$ cat config.mk
export PLATFORM = sky130hd
export DESIGN_NAME = note_oscillator
export DESIGN_NICKNAME = d
export VERILOG_FILES = /design/src/rtl/osc_pkg.sv /design/src/rtl/lfsr8.sv /design/src/rtl/note_oscillator.sv
export SDC_FILE = /design/constraint.sdc
export NUM_CORES = 1
export LEC_CHECK = 0
export ABC_AREA = 1
export ABC_CLOCK_PERIOD_IN_PS = 2400
export BUFFER_PORTS_ARGS = -buffer_cell sky130_fd_sc_hd__buf_2
export CORE_ASPECT_RATIO = 1.4
export CORE_MARGIN = 5
export CORE_UTILIZATION = 53
export CTS_BUF_LIST = sky130_fd_sc_hd__clkbuf_8
export CTS_CLUSTER_DIAMETER = 120
export CTS_CLUSTER_SIZE = 14
export DETAILED_ROUTE_END_ITERATION = 10
export GPL_ROUTABILITY_DRIVEN = 0
export PLACE_DENSITY = 0.73
export SLEW_MARGIN = 20
export SYNTH_ARGS = -nofsm -noshare
export SYNTH_HDL_FRONTEND = slang
export SYNTH_SLANG_ARGS = --single-unit
$ cat constraint.sdc
create_clock -name clk -period 2.4 [get_ports clk]
set_input_delay 0.24 -clock clk [delete_from_list [all_inputs] [get_ports clk]]
set_output_delay 0.24 -clock clk [all_outputs]
set_load 0.05 [all_outputs]
$ cat src/rtl/osc_pkg.sv
// Shared constants, state encoding and divisor lookup for the note oscillator.
package osc_pkg;

  localparam int unsigned DIV_W = 19;
  localparam logic [3:0] NOTE_SILENT_MIN = 4'd12;
  localparam logic [7:0] LFSR_SEED_DEFAULT = 8'h7F;

  // Octave-0 period lengths in 12 MHz clocks, C..B.
  localparam logic [DIV_W-1:0] DIV_TABLE [12] = '{
    19'd366939, 19'd346341, 19'd326904, 19'd308555,
    19'd291241, 19'd274889, 19'd259464, 19'd244903,
    19'd231156, 19'd218182, 19'd205938, 19'd194379
  };

  typedef enum logic [0:0] {
    ST_IDLE = 1'b0,
    ST_RUN  = 1'b1
  } osc_state_e;

  function automatic logic [DIV_W-1:0] note_divisor(input logic [3:0] note,
                                                    input logic [2:0] octave);
    logic [DIV_W-1:0] base;
    base = '0;
    if (note < NOTE_SILENT_MIN) base = DIV_TABLE[note];
    return base >> octave;
  endfunction

endpackage

$ cat src/rtl/lfsr8.sv
// 8-bit maximal-length Fibonacci LFSR, advances one step per step_i.
module lfsr8 #(
  parameter logic [7:0] SEED = 8'h7F
) (
  input  logic       clk,
  input  logic       Rst_i,
  input  logic       step_i,
  output logic [7:0] q_o
);

  logic [7:0] lfsr_q;
  logic [7:0] lfsr_d;

  always_comb begin
    lfsr_d = lfsr_q;
    if (step_i) lfsr_d = {lfsr_q[6:0], lfsr_q[7] ^ lfsr_q[5] ^ lfsr_q[4] ^ lfsr_q[3]};
  end

  always_ff @(posedge clk) begin
    if (Rst_i) lfsr_q <= SEED;
    else       lfsr_q <= lfsr_d;
  end

  assign q_o = lfsr_q;

endmodule

$ cat src/rtl/note_oscillator.sv
// Note/octave to period divisor, free-running period counter and per-period noise.
module note_oscillator
  import osc_pkg::*;
#(
  parameter int unsigned DIV_W     = osc_pkg::DIV_W,
  parameter logic [7:0]  LFSR_SEED = osc_pkg::LFSR_SEED_DEFAULT
) (
  input  logic             clk,
  input  logic             Rst_i,
  input  logic             en_i,
  input  logic             load_i,
  input  logic [3:0]       note_i,
  input  logic [2:0]       octave_i,
  output logic [DIV_W-1:0] count_o,
  output logic [DIV_W-1:0] divisor_o,
  output logic [7:0]       Q_o,
  output logic             wrap_o,
  output logic             pending_o
);

  osc_state_e       state_q, state_d;
  logic [DIV_W-1:0] count_q, count_d;
  logic [DIV_W-1:0] divisor_q, divisor_d;
  logic             wrap_q, wrap_d;
  logic             pend_q, pend_d;
  logic [3:0]       pend_note_q, pend_note_d;
  logic [2:0]       pend_oct_q, pend_oct_d;

  logic             step_c;
  logic             at_wrap_c;
  logic [3:0]       sel_note_c;
  logic [2:0]       sel_oct_c;

  assign at_wrap_c  = (count_q == divisor_q - DIV_W'(1));
  // An incoming strobe always beats the queued request.
  assign sel_note_c = load_i ? note_i : pend_note_q;
  assign sel_oct_c  = load_i ? octave_i : pend_oct_q;

  always_comb begin
    state_d     = state_q;
    count_d     = count_q;
    divisor_d   = divisor_q;
    wrap_d      = 1'b0;
    pend_d      = pend_q;
    pend_note_d = pend_note_q;
    pend_oct_d  = pend_oct_q;
    step_c      = 1'b0;

    unique case (state_q)
      ST_IDLE: begin
        if (load_i && (note_i < NOTE_SILENT_MIN)) begin
          state_d   = ST_RUN;
          divisor_d = DIV_W'(note_divisor(note_i, octave_i));
          count_d   = '0;
        end
      end
      ST_RUN: begin
        if (en_i && at_wrap_c) begin
          count_d = '0;
          wrap_d  = 1'b1;
          step_c  = 1'b1;
          pend_d  = 1'b0;
          if (load_i || pend_q) begin
            if (sel_note_c >= NOTE_SILENT_MIN) begin
              state_d   = ST_IDLE;
              divisor_d = '0;
            end else begin
              divisor_d = DIV_W'(note_divisor(sel_note_c, sel_oct_c));
            end
          end
        end else begin
          if (en_i) count_d = count_q + DIV_W'(1);
          if (load_i) begin
            pend_d      = 1'b1;
            pend_note_d = note_i;
            pend_oct_d  = octave_i;
          end
        end
      end
      default: state_d = ST_IDLE;
    endcase
  end

  always_ff @(posedge clk) begin
    if (Rst_i) begin
      state_q     <= ST_IDLE;
      count_q     <= '0;
      divisor_q   <= '0;
      wrap_q      <= 1'b0;
      pend_q      <= 1'b0;
      pend_note_q <= '0;
      pend_oct_q  <= '0;
    end else begin
      state_q     <= state_d;
      count_q     <= count_d;
      divisor_q   <= divisor_d;
      wrap_q      <= wrap_d;
      pend_q      <= pend_d;
      pend_note_q <= pend_note_d;
      pend_oct_q  <= pend_oct_d;
    end
  end

  lfsr8 #(
    .SEED (LFSR_SEED)
  ) u_lfsr (
    .clk    (clk),
    .Rst_i  (Rst_i),
    .step_i (step_c),
    .q_o    (Q_o)
  );

  assign count_o   = count_q;
  assign divisor_o = divisor_q;
  assign wrap_o    = wrap_q;
  assign pending_o = pend_q;

endmodule

After elaboration in Yosys (flattened, before gate mapping)

Memories as Yosys holds them, arrays and structs flattened.
Index checks and enable logic that the tools add are counted.

Flip-flop bits (word level): 56
Memories kept: 2
Bits in read-only memories: 608
Logic and storage cells: 71
Output and inout port bits: 48
Input bits: 11

Memories:

| name            | depth | bits a word | read ports | clocked after memory_dff | wr ports | RTL line      | RTL |
|---|---|---|---|---|---|---|---|
| (no name shown) | 16    | 19          | 1          | 0                        | 0        | osc_pkg.sv:24 | `if (note < NOTE_SILENT_MIN) base = DIV_TABLE[note];` |
| (no name shown) | 16    | 19          | 1          | 0                        | 0        | osc_pkg.sv:24 |  |

Reduce and logical (&&, ||, !) cells: 8
Bitwise logic cells: 7
Muxes and demuxes: 32
Shift operators: 2
Eq/ne operators: 5
Magnitude comparators: 5
Add/sub/neg operators: 2

Operator list:

| kind                                                                    | number |
|---|---|
| 19-bit two-way mux                                                      | 19 |
| 19-bit case mux with 2 select lines                                     | 2 |
| 19-bit by 3-bit right shift with 19-bit output                          | 2 |
| 19-bit by 1-bit adder with 19-bit output, second input constant         | 1 |
| 19-bit == test                                                          | 1 |
| 19-bit by 1-bit subtractor with 19-bit output, second input constant    | 1 |
| 5-bit >= comparator, second input constant                              | 2 |
| 4-bit inverter with 5-bit output                                        | 2 |
| 4-bit < comparator, second input constant                               | 2 |
| 1-bit two-way mux                                                       | 8 |
| 2-bit AND reduction                                                     | 3 |
| 4-bit >= comparator, second input constant                              | 1 |
| 4-bit two-way mux                                                       | 1 |
| 2-bit by 1-bit inequality test with 1-bit output, second input constant | 2 |
| 3-bit two-way mux                                                       | 1 |
| 3-bit by 2-bit inequality test with 1-bit output, second input constant | 1 |
| 3-bit AND reduction                                                     | 1 |
| 1-bit bitwise XOR                                                       | 3 |
| 1-bit logical AND                                                       | 2 |
| 2-bit inequality test, second input constant                            | 1 |
| 1-bit inverter                                                          | 2 |
| 1-bit case mux with 2 select lines                                      | 1 |
| 2-bit nonzero test                                                      | 1 |
| 1-bit logical OR                                                        | 1 |

Depth between registers and ports, before layout

Depth in word-level cells: 15
Gate-level depth with buffers: 18
Mapped depth without buffers: 17

Modules after synthesis

Synthesis repeated with hierarchy kept, for this count alone.

Cell total of the unflattened synthesis: 917
Area, all modules: 5310.1 sq um

Modules (own cells, without submodules):

| module          | sequential area each (sq um) | area each (sq um) | times used | cells an instance |
|---|---|---|---|---|
| note_oscillator | 960.9                        | 4973.5            | 1          | 869 |
| lfsr8           | 160.2                        | 336.6             | 1          | 48 |

Worst setup path before layout

OpenSTA, ideal clock, no wires.

Path type: register to register
From: reg divisor_q[0], in the netlist divisor_o[0]
To: reg count_q[5], in the netlist count_o[5]
Period minus slack after synthesis: 2449 ps
Slack: -49 ps
Path buffers: 1
Arrival time: 2332 ps
Required time: 2283 ps
Cell stages (with the launch flop): 15
Library setup time: 117 ps
Path through: dfxtp_1 -> inv_1 -> ha_1 -> xnor2_1 -> nor2_1 -> nand3_1 -> nor2_1 -> nand3_1 -> nor2_4 -> nand2_4 -> nand2_4 -> nand2_2 -> nand2_4 -> buf_8 -> nor2_1

Cells in the longest elaborated chain, start to end: 5
Elaborated cells on any way between the ends: 7
Classes of those cells: add/sub: 1; eq/ne: 2; mux: 2; reduce/logical: 2

Ends and longest elaborated chain:

| element                                                                                       | RTL line              | RTL |
|---|---|---|
| start: declaration                                                                            | note_oscillator.sv:23 | `logic [DIV_W-1:0] divisor_q, divisor_d;` |
| start signal: assignment                                                                      | note_oscillator.sv:96 | `divisor_q <= divisor_d;` |
| 19-bit by 1-bit subtractor with 19-bit output (*)                                             | note_oscillator.sv:34 | `assign at_wrap_c = (count_q == divisor_q - DIV_W'(1));` |
| 19-bit == test (*)                                                                            | note_oscillator.sv:34 |  |
| 1-bit logical AND (*)                                                                         | note_oscillator.sv:58 | `if (en_i && at_wrap_c) begin` |
| 19-bit two-way mux / 3-bit by 2-bit inequality test with 1-bit output (equally long branches) | n/a                   |  |
| 19-bit case mux with 2 select lines / 2-bit AND reduction (equally long branches)             | n/a                   |  |
| end signal: assignment                                                                        | note_oscillator.sv:95 | `count_q <= count_d;` |
| end: declaration                                                                              | note_oscillator.sv:22 | `logic [DIV_W-1:0] count_q, count_d;` |

Mark *: on every way between the ends. The rest lies on a longest branch, timed or not.
A chain may end at the register's enable or synchronous reset.

Worst setup path in the final report

From: reg divisor_q[3], in the netlist divisor_o[3]
To: reg u_lfsr.lfsr_q[0], in the netlist u_lfsr.q_o[0]

Cells in the longest elaborated chain, start to end: 5

Ends and longest elaborated chain:

| element                                       | RTL line              | RTL |
|---|---|---|
| 19-bit by 1-bit subtractor with 19-bit output | note_oscillator.sv:34 |  |
| 19-bit == test                                | note_oscillator.sv:34 |  |
| 1-bit logical AND                             | note_oscillator.sv:58 |  |
| 1-bit two-way mux                             | note_oscillator.sv:58 |  |
| 1-bit two-way mux                             | note_oscillator.sv:49 | `unique case (state_q)` |
| end signal: assignment                        | lfsr8.sv:21           | `else lfsr_q <= lfsr_d;` |
| end: declaration                              | lfsr8.sv:11           | `logic [7:0] lfsr_q;` |

Every way passes these cells.

==> summary.txt <==
Most used cell, CP: nand2_1
Crit Path Category: reg -> reg
Max Cap Viol: 0
Max IR drop VDD: 0.0002545 V
Slew @ Worst Pin: 0.7125 ns
Slew Viols, Final: 0
Pleak: 2.853 nW
Io pins: 59
Leading cell types by count after synthesis: nand2_1, nand3_1, nor2_1
PD cells: 498.4 nW/µm²
Mapped Area: 5249 µm²
Routed WL per cell: 14.24 µm
Max stage delay on crit path: 0.38 ns
Synth Warn #: 0
Site row count: 43
Cell with the most instances after synthesis: nand2_1
Outcome: finished clean
Critical-path top delay cell: dfxtp_2
Area growth, synth to finish: 13.92%
Synthesized net count: 934
Avg Inst Size Synth: 5.781 µm²
Post-Synthesis Cells: 908
Starting DRC count in detailed routing: 377
Largest net degree at the start of global routing: 34
Min-Delay Path Class: in -> reg
Main flop type after synthesis: dfxtp_1
Core area: 9792 µm²
FFs w/ async S/R, synth: 0%
CP max FO: 10
CP endpoint kind: flip-flop
CP cell instances: nor2_2, nand2_2, nor2_4, nand2_1, nand2_1, nand2_1, nor2_1, nand3_1, nor2_4, nand3_1, buf_4, a21oi_1, o21ai_0
CTS max path bufs: 2
Crit start category: flip-flop
Register area share after synthesis: 21.36%
Distinct cell type count after synthesis: 31
Number of synthesized flops with an enable pin: 0
Yosys top cell by area: dfxtp_1
Antenna violations before repair: 0
Die W: 94.11 µm
Max_slew headroom: 52.45%
RSZ-0062 raised after global routing: no
Ratio of cells with drive above 1 in the final layout: 15.24%
Final worst clock skew: 0.01649 ns
Fin. Hold Viols: 0
Seq cells post-synth: 56
Final net count: 996
Via Count: 6080
Setup-failing EPs final: 0
Vias per cell: 5.497
Post-route antenna net violation count: 0
Fin crit share: 91.88%
# H-tree levels: 2
N_diodes: 0
Setup tns final: 0 ns
Clock Latency Late Sink: 0.33 ns
Required @ worst endpoint: 2.61 ns
Tot Pwr: 2.980 mW
Drt total wl: 15750 µm
GRT Util Overall: 25.69%
Crit path DAT: 2.41 ns
Top cell type's share of synthesized area: 21.36%
Post-route minimum period: 2.205 ns
GRT Residual Overflow: 0
Hold_buf cts: 0
Number of clock sinks: 56
Max Clock Freq: 453.5 MHz
Clock transition at path regs: 0.11 ns
DP Wirelength: 12410 µm
Clock Tree Root: clkbuf_8
CTS buffer count: 5
Initial core utilization: 53.60%
DRC: 0
Number of global-route vias before repair: 5507
Port Buffers: 58
Die H: 127.8 µm
CTS tree: built
DRT Pass-1 Iters: 5
First-pass GRT wire length: 25230 µm
Largest cells by area after synthesis: dfxtp_1, nand3_1, nand2_1
Die area: 12020 µm²
==> cell families after synthesis <==
logic type	synth area share, %
and+or+nand+nor	52.59
DFF	21.36
xor gates and xnor gates	4.505
AOI/OAI and AO/OA	9.082
adders and majority gates	3.576
buffers and inverters	8.891
==> power by group <==
part | internal [mW] | leakage (nW) | switching (mW) | total [mW]
Combinational | 0.408 | 2.33 | 0.862 | 1.27
Sequential | 0.970 | 0.457 | 0.0627 | 1.03
Clock | 0.342 | 0.0614 | 0.335 | 0.677
==> area by class of cell <==
class,count,area (µm²)
timing repair buffer,91,568.0
clock inverter,2,38.79
sequential,56,1125
multi-input combinational,744,3726
fill,1074,3812
tap,135,168.9
clock buffer,6,82.58
inverter,72,270.3
==> per-layer routing <==
metal  wire length, µm  track usage, %
met1              6159           27.55
met5                 0               0
met2              8118           47.09
met4               886           15.65
met3               587           2.995
==> placed cells by master, fill, tap and decap left out <==
cell,instances
nor2_2,17
nor2_4,7
bufinv_16,1
dfxtp_1,53
ha_1,14
clkbuf_8,6
a21oi_1,33
nor3_1,5
nand4_1,16
xnor2_1,16
a22oi_1,2
or2_2,4
nand2_8,2
buf_12,1
buf_2,58
o21ai_0,32
inv_1,66
inv_2,5
nand2_1,233
nand3_1,202
nand2_4,1
o21ai_1,3
dfxtp_2,3
o21ai_2,1
clkinv_4,1
nand2_2,7
clkinv_1,1
nand3b_1,8
o211ai_1,14
ha_4,1
nor3_2,1
nor2_1,112
buf_4,31
xor2_1,11
o31ai_1,1
clkbuf_16,1
nor4_1,1
==> stage by stage <==
stage / instances / hold WS (ns) / util, % / instance area, µm² / worst slack, ns
final: 1106 / 0.2969 / 61.07 / 5979 / 0.1949
after global routing: 1106 / 0.3328 / 61.07 / 5979 / 0.01436
after CTS: 1103 / 0.2938 / 60.20 / 5894 / 0.04392
after detailed placement: 1095 / 0.4506 / 58.96 / 5773 / 0.05421
after global placement: 1095 / 0.4495 / 58.91 / 5768 / 0.1028
after floorplan: 908 / 0.3970 / - / 5250 / 0.03839
==> sequential cells by signal, indices dropped and copies added, names as in the netlist <==
| name | flops |
|---|---|
| divisor_o | 19 |
| pending_o | 1 |
| pend_note_q | 4 |
| state_q | 1 |
| count_o | 19 |
| u_lfsr.q_o | 8 |
| pend_oct_q | 3 |
| wrap_o | 1 |
==> final timing paths <==
kind	from	to	slack, ns	cells after the start
max	divisor_o[3]	u_lfsr.q_o[0]	0.19	13
min	Rst_i	wrap_o	0.30	2
max reg2reg	divisor_o[3]	u_lfsr.q_o[0]	0.19	13
min reg2reg	pend_oct_q[1]	pend_oct_q[1]	0.46	2
==> repair_timing <==
action,4_1_cts,5_1_grt
endpoints found under the setup margin,0,53
setup buffers,0,0
resized for setup,0,13
==> critical path: cells and delay by family (launching register included) <==
family	cells	cell delay, ns
AOI/OAI and AO/OA	2	0.20
DFF	1	0.38
and+or+nand+nor	10	1.27
buffers and inverters	1	0.22
(Power assumes the default switching activity.)
